[config.mk]
export PLATFORM = sky130hd
export DESIGN_NAME = eviction_write_buffer
export DESIGN_NICKNAME = d
export VERILOG_FILES = /design/src/rtl/eviction_write_buffer_pkg.sv /design/src/rtl/ewb_match.sv /design/src/rtl/eviction_write_buffer.sv
export SDC_FILE = /design/constraint.sdc
export NUM_CORES = 2
export LEC_CHECK = 0
export ABC_CLOCK_PERIOD_IN_PS = 4200
export CAP_MARGIN = 20
export CORE_AREA = 2 2 431 433
export DETAILED_ROUTE_END_ITERATION = 7
export DIE_AREA = 0 0 433 435
export PLACE_DENSITY_LB_ADDON = 0.08
export SETUP_SLACK_MARGIN = 0.1
export SYNTH_ARGS = -nofsm -noshare
export SYNTH_HDL_FRONTEND = slang
export SYNTH_SLANG_ARGS = --single-unit
export TNS_END_PERCENT = 1
[constraint.sdc]
create_clock -name clk -period 4.2 [get_ports clk]
set_clock_uncertainty 0.1 [all_clocks]
set_input_delay 0.84 -clock clk [delete_from_list [all_inputs] [get_ports clk]]
set_output_delay 0.84 -clock clk [all_outputs]
set_load 0.01 [all_outputs]
[src/rtl/eviction_write_buffer_pkg.sv]
// Shared types for the eviction write buffer.
//   cacheline_t : one 256-bit cache line
//   line_tag_t  : line address bits [31:5]
//   ewb_state_t : buffer controller states
package rv32i_types;

    typedef logic [255:0] cacheline_t;
    typedef logic [26:0]  line_tag_t;

    typedef enum logic [1:0] {
        IDLE,
        DRAIN,
        READ_MISS,
        RESP
    } ewb_state_t;

endpackage

[src/rtl/ewb_match.sv]
// Combinational tag CAM for the eviction write buffer.
// Ports:
//   i_tags  : tag of every entry
//   i_valid : valid bit of every entry
//   i_qtag  : query tag (request address [31:5])
//   o_hit   : some valid entry holds i_qtag
//   o_idx   : encoded index of that entry (0 when no hit)
// Writes coalesce, so at most one entry can match.
module ewb_match
    import rv32i_types::*;
#(
    parameter  int DEPTH = 4,
    localparam int IW    = (DEPTH > 1) ? $clog2(DEPTH) : 1
) (
    input  line_tag_t [DEPTH-1:0] i_tags,
    input  logic      [DEPTH-1:0] i_valid,
    input  line_tag_t             i_qtag,
    output logic                  o_hit,
    output logic      [IW-1:0]    o_idx
);

    always_comb begin
        o_hit = 1'b0;
        o_idx = '0;
        for (int i = 0; i < DEPTH; i++) begin
            if (i_valid[i] && (i_tags[i] == i_qtag)) begin
                o_hit = 1'b1;
                o_idx = IW'(i);
            end
        end
    end

endmodule

[src/rtl/eviction_write_buffer.sv]
// Victim/eviction write buffer between the cache-side arbiter and the
// 256-bit cacheline adapter. Dirty lines are absorbed in one cycle into a
// circular FIFO and drained oldest-first while the upstream is quiet.
// Reads are served from the buffer on a hit, otherwise forwarded to memory.
// Ports:
//   clk, reset_n                     : clock, async active-low reset
//   req_read/req_write/req_addr/
//   req_wdata/req_rdata/req_resp     : upstream line interface
//   mem_read/mem_write/mem_addr/
//   mem_wdata/mem_rdata/mem_resp     : cacheline adapter interface
//   ewb_count                        : occupied entries
// BYPASS=1 gives a registered pass-through with no storage.
module eviction_write_buffer
    import rv32i_types::*;
#(
    parameter  int DEPTH  = 4,
    parameter  bit BYPASS = 1'b0,
    localparam int IW     = (DEPTH > 1) ? $clog2(DEPTH) : 1,
    localparam int CW     = $clog2(DEPTH + 1)
) (
    input  logic          clk,
    input  logic          reset_n,
    input  logic          req_read,
    input  logic          req_write,
    input  logic [31:0]   req_addr,
    input  logic [255:0]  req_wdata,
    output logic [255:0]  req_rdata,
    output logic          req_resp,
    output logic          mem_read,
    output logic          mem_write,
    output logic [31:0]   mem_addr,
    output logic [255:0]  mem_wdata,
    input  logic [255:0]  mem_rdata,
    input  logic          mem_resp,
    output logic [CW-1:0] ewb_count
);

    ewb_state_t            r_state, w_next_state;
    logic      [IW-1:0]    r_head, r_tail;
    logic      [CW-1:0]    r_count;
    logic      [DEPTH-1:0] r_valid;
    line_tag_t [DEPTH-1:0] r_tag;
    cacheline_t [DEPTH-1:0] r_line;
    cacheline_t            r_rdata;
    logic                  r_mem_read, r_mem_write;
    logic      [31:0]      r_mem_addr;
    cacheline_t            r_mem_wdata;

    line_tag_t             w_qtag;
    logic                  w_hit, w_full;
    logic      [IW-1:0]    w_hit_idx;
    logic                  w_ld_hit, w_ld_mem, w_push, w_coalesce, w_pop;
    logic                  w_start_read, w_start_drain, w_start_bwrite, w_mem_done;
    logic                  w_unused;

    function automatic logic [IW-1:0] ptr_inc(input logic [IW-1:0] p);
        return (p == IW'(DEPTH - 1)) ? '0 : p + 1'b1;
    endfunction

    assign w_qtag   = req_addr[31:5];
    assign w_full   = (r_count == CW'(DEPTH));
    assign w_unused = ^req_addr[4:0];

    ewb_match #(.DEPTH(DEPTH)) u_match (
        .i_tags  (r_tag),
        .i_valid (r_valid),
        .i_qtag  (w_qtag),
        .o_hit   (w_hit),
        .o_idx   (w_hit_idx)
    );

    always_comb begin
        w_next_state   = r_state;
        w_ld_hit       = 1'b0;
        w_ld_mem       = 1'b0;
        w_push         = 1'b0;
        w_coalesce     = 1'b0;
        w_pop          = 1'b0;
        w_start_read   = 1'b0;
        w_start_drain  = 1'b0;
        w_start_bwrite = 1'b0;
        w_mem_done     = 1'b0;
        case (r_state)
            IDLE: begin
                if (BYPASS) begin
                    if (req_read) begin
                        w_start_read = 1'b1;
                        w_next_state = READ_MISS;
                    end else if (req_write) begin
                        w_start_bwrite = 1'b1;
                        w_next_state   = DRAIN;
                    end
                end else if (req_read && w_hit) begin
                    w_ld_hit     = 1'b1;
                    w_next_state = RESP;
                end else if (req_read) begin
                    w_start_read = 1'b1;
                    w_next_state = READ_MISS;
                end else if (req_write && w_hit) begin
                    w_coalesce   = 1'b1;
                    w_next_state = RESP;
                end else if (req_write && !w_full) begin
                    w_push       = 1'b1;
                    w_next_state = RESP;
                end else if (r_count != '0) begin
                    // Full-miss write or quiet upstream: drain the oldest line.
                    // A stalled write is retried in the IDLE after the drain.
                    w_start_drain = 1'b1;
                    w_next_state  = DRAIN;
                end
            end
            READ_MISS: begin
                if (mem_resp) begin
                    w_ld_mem     = 1'b1;
                    w_mem_done   = 1'b1;
                    w_next_state = RESP;
                end
            end
            DRAIN: begin
                if (mem_resp) begin
                    w_mem_done = 1'b1;
                    if (BYPASS) begin
                        w_ld_mem     = 1'b1;
                        w_next_state = RESP;
                    end else begin
                        w_pop        = 1'b1;
                        w_next_state = IDLE;
                    end
                end
            end
            RESP:    w_next_state = IDLE;
            default: w_next_state = IDLE;
        endcase
    end

    always_ff @(posedge clk or negedge reset_n) begin
        if (!reset_n) begin
            r_state     <= IDLE;
            r_head      <= '0;
            r_tail      <= '0;
            r_count     <= '0;
            r_valid     <= '0;
            r_rdata     <= '0;
            r_mem_read  <= 1'b0;
            r_mem_write <= 1'b0;
            r_mem_addr  <= '0;
            r_mem_wdata <= '0;
        end else begin
            r_state <= w_next_state;
            if (w_ld_hit) r_rdata <= r_line[w_hit_idx];
            if (w_ld_mem) r_rdata <= mem_rdata;
            if (w_mem_done) begin
                r_mem_read  <= 1'b0;
                r_mem_write <= 1'b0;
            end
            if (w_start_read) begin
                r_mem_read <= 1'b1;
                r_mem_addr <= {req_addr[31:5], 5'b0};
            end
            if (w_start_bwrite) begin
                r_mem_write <= 1'b1;
                r_mem_addr  <= {req_addr[31:5], 5'b0};
                r_mem_wdata <= req_wdata;
            end
            if (w_start_drain) begin
                r_mem_write <= 1'b1;
                r_mem_addr  <= {r_tag[r_head], 5'b0};
                r_mem_wdata <= r_line[r_head];
            end
            if (w_push) begin
                r_valid[r_tail] <= 1'b1;
                r_tail          <= ptr_inc(r_tail);
                r_count         <= r_count + 1'b1;
            end
            // The head leaves only once memory has acknowledged it.
            if (w_pop) begin
                r_valid[r_head] <= 1'b0;
                r_head          <= ptr_inc(r_head);
                r_count         <= r_count - 1'b1;
            end
        end
    end

    // Line storage needs no reset: valid bits gate every use.
    always_ff @(posedge clk) begin
        if (w_push) begin
            r_tag[r_tail]  <= w_qtag;
            r_line[r_tail] <= req_wdata;
        end
        if (w_coalesce) r_line[w_hit_idx] <= req_wdata;
    end

    assign req_rdata = r_rdata;
    assign req_resp  = (r_state == RESP);
    assign mem_read  = r_mem_read;
    assign mem_write = r_mem_write;
    assign mem_addr  = r_mem_addr;
    assign mem_wdata = r_mem_wdata;
    assign ewb_count = r_count;

    a_rd_wr_excl: assert property (@(posedge clk) disable iff (!reset_n)
        !(req_read && req_write));

endmodule

Word level (Yosys, flattened, before mapping)
Cells that the tools add are included.
- $add $sub $neg: 4
- $mul: 0
- divide/modulo/power cells: 0
- magnitude comparators: 6
- equality and inequality tests: 13
- shifts and indexed selects: 0
- mux-type cells: 73
- bitwise operators: 3
- reduce and logical (&&, ||, !) cells: 20
- operator list (cell ; number):
    $bwmux 1024 ; 2
    $mux 1024 ; 2
    $mux 256 ; 6
    $bmux 256 s2 ; 2
    $demux 256 s2 ; 2
    $bwmux 108 ; 1
    $eq 27x27->1 ; 4
    $mux 32 ; 2
    $bmux 27 s2 ; 1
    $demux 27 s2 ; 1
    $mux 27 ; 2
    $mux 1 ; 34
    $mux 2 ; 11
    $logic_and 1x1->1 ; 10
    $reduce_bool 2->1 ; 5
    $lt 2x3->1 const B ; 3
    $eq 2x2->1 const B ; 4
    $mux 4 ; 2
    $pmux 2 s4 ; 1
    $ge 2x1->1 const B ; 3
    $mux 3 ; 2
    $ne 6x6->1 const B ; 1
    $add 2x1->2 const B ; 2
    $and 4x4->4 ; 1
    13 further kinds ; 15
- register bits: 1691
- bits in latches: 0
- memory bits (writable): 0
- bits in read-only memories: 0
- input port bits: 549
- output and inout port bits: 550
- logic and storage cells: 137
- memories: 0

Depth between registers and ports, before layout
- depth after elaboration: 14
- depth in mapped cells: 12

Cells and area by module
From an unflattened synthesis, not the netlist that was laid out.
- cells, all modules: 4984
- area, all modules: 74614.1 µm²
- modules (own cells, without submodules) (module ; instances ; cells an instance ; area an instance (µm²)):
    eviction_write_buffer ; 1 ; 4833 ; 73366.6
    ewb_match ; 1 ; 151 ; 1247.4

Least setup slack after synthesis
OpenSTA, ideal clock, no wires.
- kind: input port to flip-flop
- from: in req_addr[16]
- to: reg r_tag[27] (netlist name) (enable)
- library setup time: 0.447 ns
- arrival time: 3.910 ns
- data required time: 3.653 ns
- path slack: -0.257 ns
- stages on the path: 9
- path through: buf_2 > xnor2_1 > nand4_1 > nor4_1 > and4_1 > clkbuf_1 > nor2_1 > nand4_1 > nor3_1
- longest elaborated chain between the ends: 11
- RTL lines (item ; RTL line ; source):
    from (decl) ; eviction_write_buffer.sv:25 ; input logic [31:0] req_addr,
    $eq 27x27->1 ; ewb_match.sv:26 ; if (i_valid[i] && (i_tags[i] == i_qtag)) begin
    $logic_and 1x1->1 ; ewb_match.sv:26 ;
    $mux 1 (3 in a row) ; ewb_match.sv:26 ;
    $mux 1 * ; ewb_match.sv:26 ;
    $logic_and 1x1->1 ; eviction_write_buffer.sv:99 ; end else if (req_write && w_hit) begin
    $mux 1 ; eviction_write_buffer.sv:99 ;
    $mux 1 ; eviction_write_buffer.sv:96 ; end else if (req_read) begin
    $mux 1 * ; eviction_write_buffer.sv:93 ; end else if (req_read && w_hit) begin
    $mux 1 * ; eviction_write_buffer.sv:83 ; case (r_state)
    to (signal, indexed assignment) ; eviction_write_buffer.sv:187 ; r_tag[r_tail] <= w_qtag;
    to (decl) ; eviction_write_buffer.sv:42 ; line_tag_t [DEPTH-1:0] r_tag;
Every way passes the cells marked *; elsewhere a longest branch is shown, timed or not.
A chain may end at the register's enable or synchronous reset.

Final worst setup path
- from: in req_addr[10]
- to: reg r_line[417] (netlist name)
- longest elaborated chain between the ends: 14
- RTL lines (item ; RTL line ; source):
    $eq 27x27->1 ; ewb_match.sv:26 ;
    $logic_and 1x1->1 ; ewb_match.sv:26 ;
    $mux 1 (4 in a row) ; ewb_match.sv:26 ;
    $logic_and 1x1->1 ; eviction_write_buffer.sv:99 ;
    $mux 1 ; eviction_write_buffer.sv:99 ;
    $mux 1 ; eviction_write_buffer.sv:96 ;
    $mux 1 ; eviction_write_buffer.sv:93 ;
    $mux 1 ; eviction_write_buffer.sv:83 ;
    $mux 1024 ; eviction_write_buffer.sv:186 ; if (w_push) begin
    $bwmux 1024 ; eviction_write_buffer.sv:190 ; if (w_coalesce) r_line[w_hit_idx] <= req_wdata;
    $mux 1024 * ; eviction_write_buffer.sv:190 ;
    to (signal, indexed assignment) ; eviction_write_buffer.sv:188 ; r_line[r_tail] <= req_wdata;
    to (signal, indexed assignment) ; eviction_write_buffer.sv:190 ;
    to (decl) ; eviction_write_buffer.sv:43 ; cacheline_t [DEPTH-1:0] r_line;
Marks and branches as above.

==> flow_summary.ini <==
[timing]
setup_tns_ns = 0
slew_viol_final = 0
timing_hold_violations_final = 0
rsz0062_at_grt = no
slew_headroom = 0.134
worst_pin_slew_ns = 1.30
setup_viol = 0
period_minus_slack_ns = 3.80
worst_slack_ns = 0.397
finalCritPeriodShare = 0.905
max_freq_ghz = 0.263

[yosys]
synth-async-reset-ratio = 0.329
avgSynthCellArea_um2 = 12.9
synth.distinct_cells = 48
synth_warnings = 0
synth.area.top_cells = dfxtp_1 (27%), mux2_2 (22%), dfrtp_1 (19%), mux4_2 (8.5%), mux2_1 (5.8%)
ys_seq_area_frac = 0.504
synth_top_area_cell = dfxtp_1
ys.flop_type = dfxtp_1
synth_edf_count = 108
synth_seq_cells = 1686
syn_inst = 5792
synth_top_cell_area_share = 0.275
synth_area_um2 = 74700

[job]
maxCapViolations = 0

[drt]
wl_per_cell_um = 26.7
drt-total-wl_um = 258000
firstDrtPassIters = 6
drt_iter0_markers = 3034
vias = 52867
route.detailed.drc = 0
via_per_inst = 5.48
drtAntennaViolNets = 0

[worst_setup_path]
worstPathCellList = clkdlybuf4s50_1, xnor2_1, nand4_1, nor4_1, buf_4, nand4_1, buf_4, o21a_1, nor3_2, buf_12, buf_12, mux2_2
critPathSlowestCell = clkdlybuf4s50_1
end_kind = flip-flop
crit_arrival_ns = 4.41
path_class = input port to flip-flop
reg2reg_depth = 11
critPathMaxFanout = 19
cp_slowest_stage_delay_ns = 0.61
required_ns = 4.80
critPathLaunchType = input port

[clocking]
cts_tree = done
clk_pin_slew_ns = 0.06
numCtsBuffers = 188
ctsHoldBuffers = 1
root_buffer = clkbuf_16
cts_sinks = 1686
postCtsSetupBuffers = 0
cts_max_path_buffers = 3
clkLatencyLatePin_ns = 0.83
cts_resized = 0
cts_max_level = 4

[global_routing]
grt_pass1_wl_um = 375000
grt_pass1_vias = 53877
grt_max_degree = 111
grt_overflow = 0
antenna_found_initial = 81
track_usage = 0.268

[floorplanning]
die_w_um = 433
ios = 1099
core_um2 = 184000
die_y_um = 435
die_area_um2 = 188000
start_util = 0.406
rows = 158

[place]
pre_cts_ws_ns = -0.468
gp_congestion = 0.875
place_hpwl_um = 177000
io_buffers = 1088

[power_and_ir_drop]
power_leakage_nw = 38.9
power.density_nw_per_um2 = 760
ir_drop_uv = 434

[cells_and_area]
fill_cells = 15837
drive_above_1_share = 0.335
final_nets = 7522
layout_common_cells = mux2_2 (1464), clkdlybuf4s50_1 (1087), dfxtp_1 (1024)
layout_commonest_cell = mux2_2
areaGrowthSynthToFinish_pct = 30.0

[worst_hold_path]
min_path_type = flip-flop to flip-flop
holdPathStages = 1

[status]
status = complete, no violations
==> final cells by class <==
class                      instances  area (um^2)  share of cell area
clock inverter                    55          512             0.00527
inverter                          12         45.0            0.000464
clock buffer                     302         5730              0.0590
antenna                           44          110             0.00113
sequential                      1686        37600               0.387
timing repair buffer            1413        15000               0.155
tap                             2480         3100              0.0320
multi-input combinational       3658        35000               0.360
==> logic make-up after synthesis <==
group	after synthesis	synth area share
flip-flops	1686	0.504
other	1	0.0000502
AO/OA/AOI/OAI	533	0.0407
AND/OR/NAND/NOR	865	0.0466
buffers and inverters	452	0.0296
adder cells (fa/ha/maj)	14	0.00245
multiplexers	2131	0.364
XOR/XNOR	110	0.0129
==> where the power goes <==
| group | internal (mW) | switching, mW | total, mW | leakage, nW |
|---|---|---|---|---|
| registers | 23.8 | 5.09 | 28.8 | 16.5 |
| logic | 16.9 | 11.4 | 28.3 | 19.3 |
| clock network | 9.65 | 6.92 | 16.6 | 3.08 |
==> synthesized netlist by cell type, types with 2 or more instances <==
| cell | number |
|---|---|
| inv_1 | 12 |
| or4_1 | 4 |
| clkbuf_1 | 189 |
| or3_1 | 2 |
| a221oi_1 | 2 |
| nand3_1 | 4 |
| buf_1 | 26 |
| buf_4 | 82 |
| mux2_1 | 383 |
| nor4_1 | 16 |
| nor2_1 | 267 |
| a2bb2oi_1 | 4 |
| edfxtp_1 | 108 |
| ha_1 | 13 |
| a31oi_1 | 254 |
| buf_6 | 4 |
| nor3_1 | 2 |
| xor2_1 | 48 |
| dfxtp_1 | 1024 |
| buf_2 | 139 |
| a21oi_1 | 258 |
| dfrtp_1 | 554 |
| nor4b_1 | 4 |
| mux4_2 | 283 |
| o21ai_0 | 6 |
| and2_1 | 5 |
| nand4_1 | 27 |
| xnor2_1 | 62 |
| nand2_1 | 526 |
| a21o_1 | 3 |
| mux2_2 | 1464 |
==> metrics by stage <==
| stage | instance area, um^2 | hold WS (ns) | util | power, mW | std cells |
|---|---|---|---|---|---|
| floorplan | 74700 | 0.352 | - | 44.8 | 5796 |
| global placement | 90700 | 0.362 | 0.493 | 57.0 | 9248 |
| detailed placement | 90700 | 0.370 | 0.493 | 57.6 | 9248 |
| CTS | 97000 | 0.385 | 0.527 | 74.4 | 9606 |
| global route | 97100 | 0.401 | 0.527 | 77.6 | 9648 |
| finish | 97100 | 0.385 | 0.527 | 73.7 | 9650 |
==> state kept, by name, indices dropped and copies added, names as in the netlist <==
name / flops
r_line: 1024
mem_wdata: 256
req_rdata: 256
r_tag: 108
mem_addr: 27
r_valid: 4
ewb_count: 3
r_head: 2
r_state: 2
r_tail: 2
mem_read: 1
mem_write: 1
==> routing by layer <==
layer	part of all wire	global-route usage	vias to the layer above	wire length, um
li1	-	-	23545	-
met1	0.41	0.332	27251	105000
met2	0.48	0.438	1548	125000
met3	0.055	0.0516	479	14100
met4	0.052	0.149	44	13500
met5	0.0011	0	-	284
==> worst max-delay path: cells and delay by family <==
| family | cells | cell delay (ns) |
|---|---|---|
| AOI/OAI and AO/OA | 1 | 0.12 |
| xor gates and xnor gates | 1 | 0.17 |
| and+or+nand+nor | 4 | 1.25 |
| buffers and inverters | 5 | 1.61 |
| muxes | 1 | 0.36 |
==> worst paths after layout <==
check                                    start                    endpoint  slack, ns
max                               req_addr[10]         r_line[417]$_DFF_P_       0.40
min reg2reg                r_line[669]$_DFF_P_         r_line[669]$_DFF_P_       0.38
min in group asynchronous              reset_n  mem_wdata[110]$_DFFE_PN0P_       0.54
min                        r_line[669]$_DFF_P_         r_line[669]$_DFF_P_       0.38
max reg2reg                r_tag[32]$_DFFE_PP_         r_line[417]$_DFF_P_       0.60
max in group asynchronous              reset_n       r_head[0]$_DFFE_PN0P_       2.43
(Power assumes the default switching activity.)
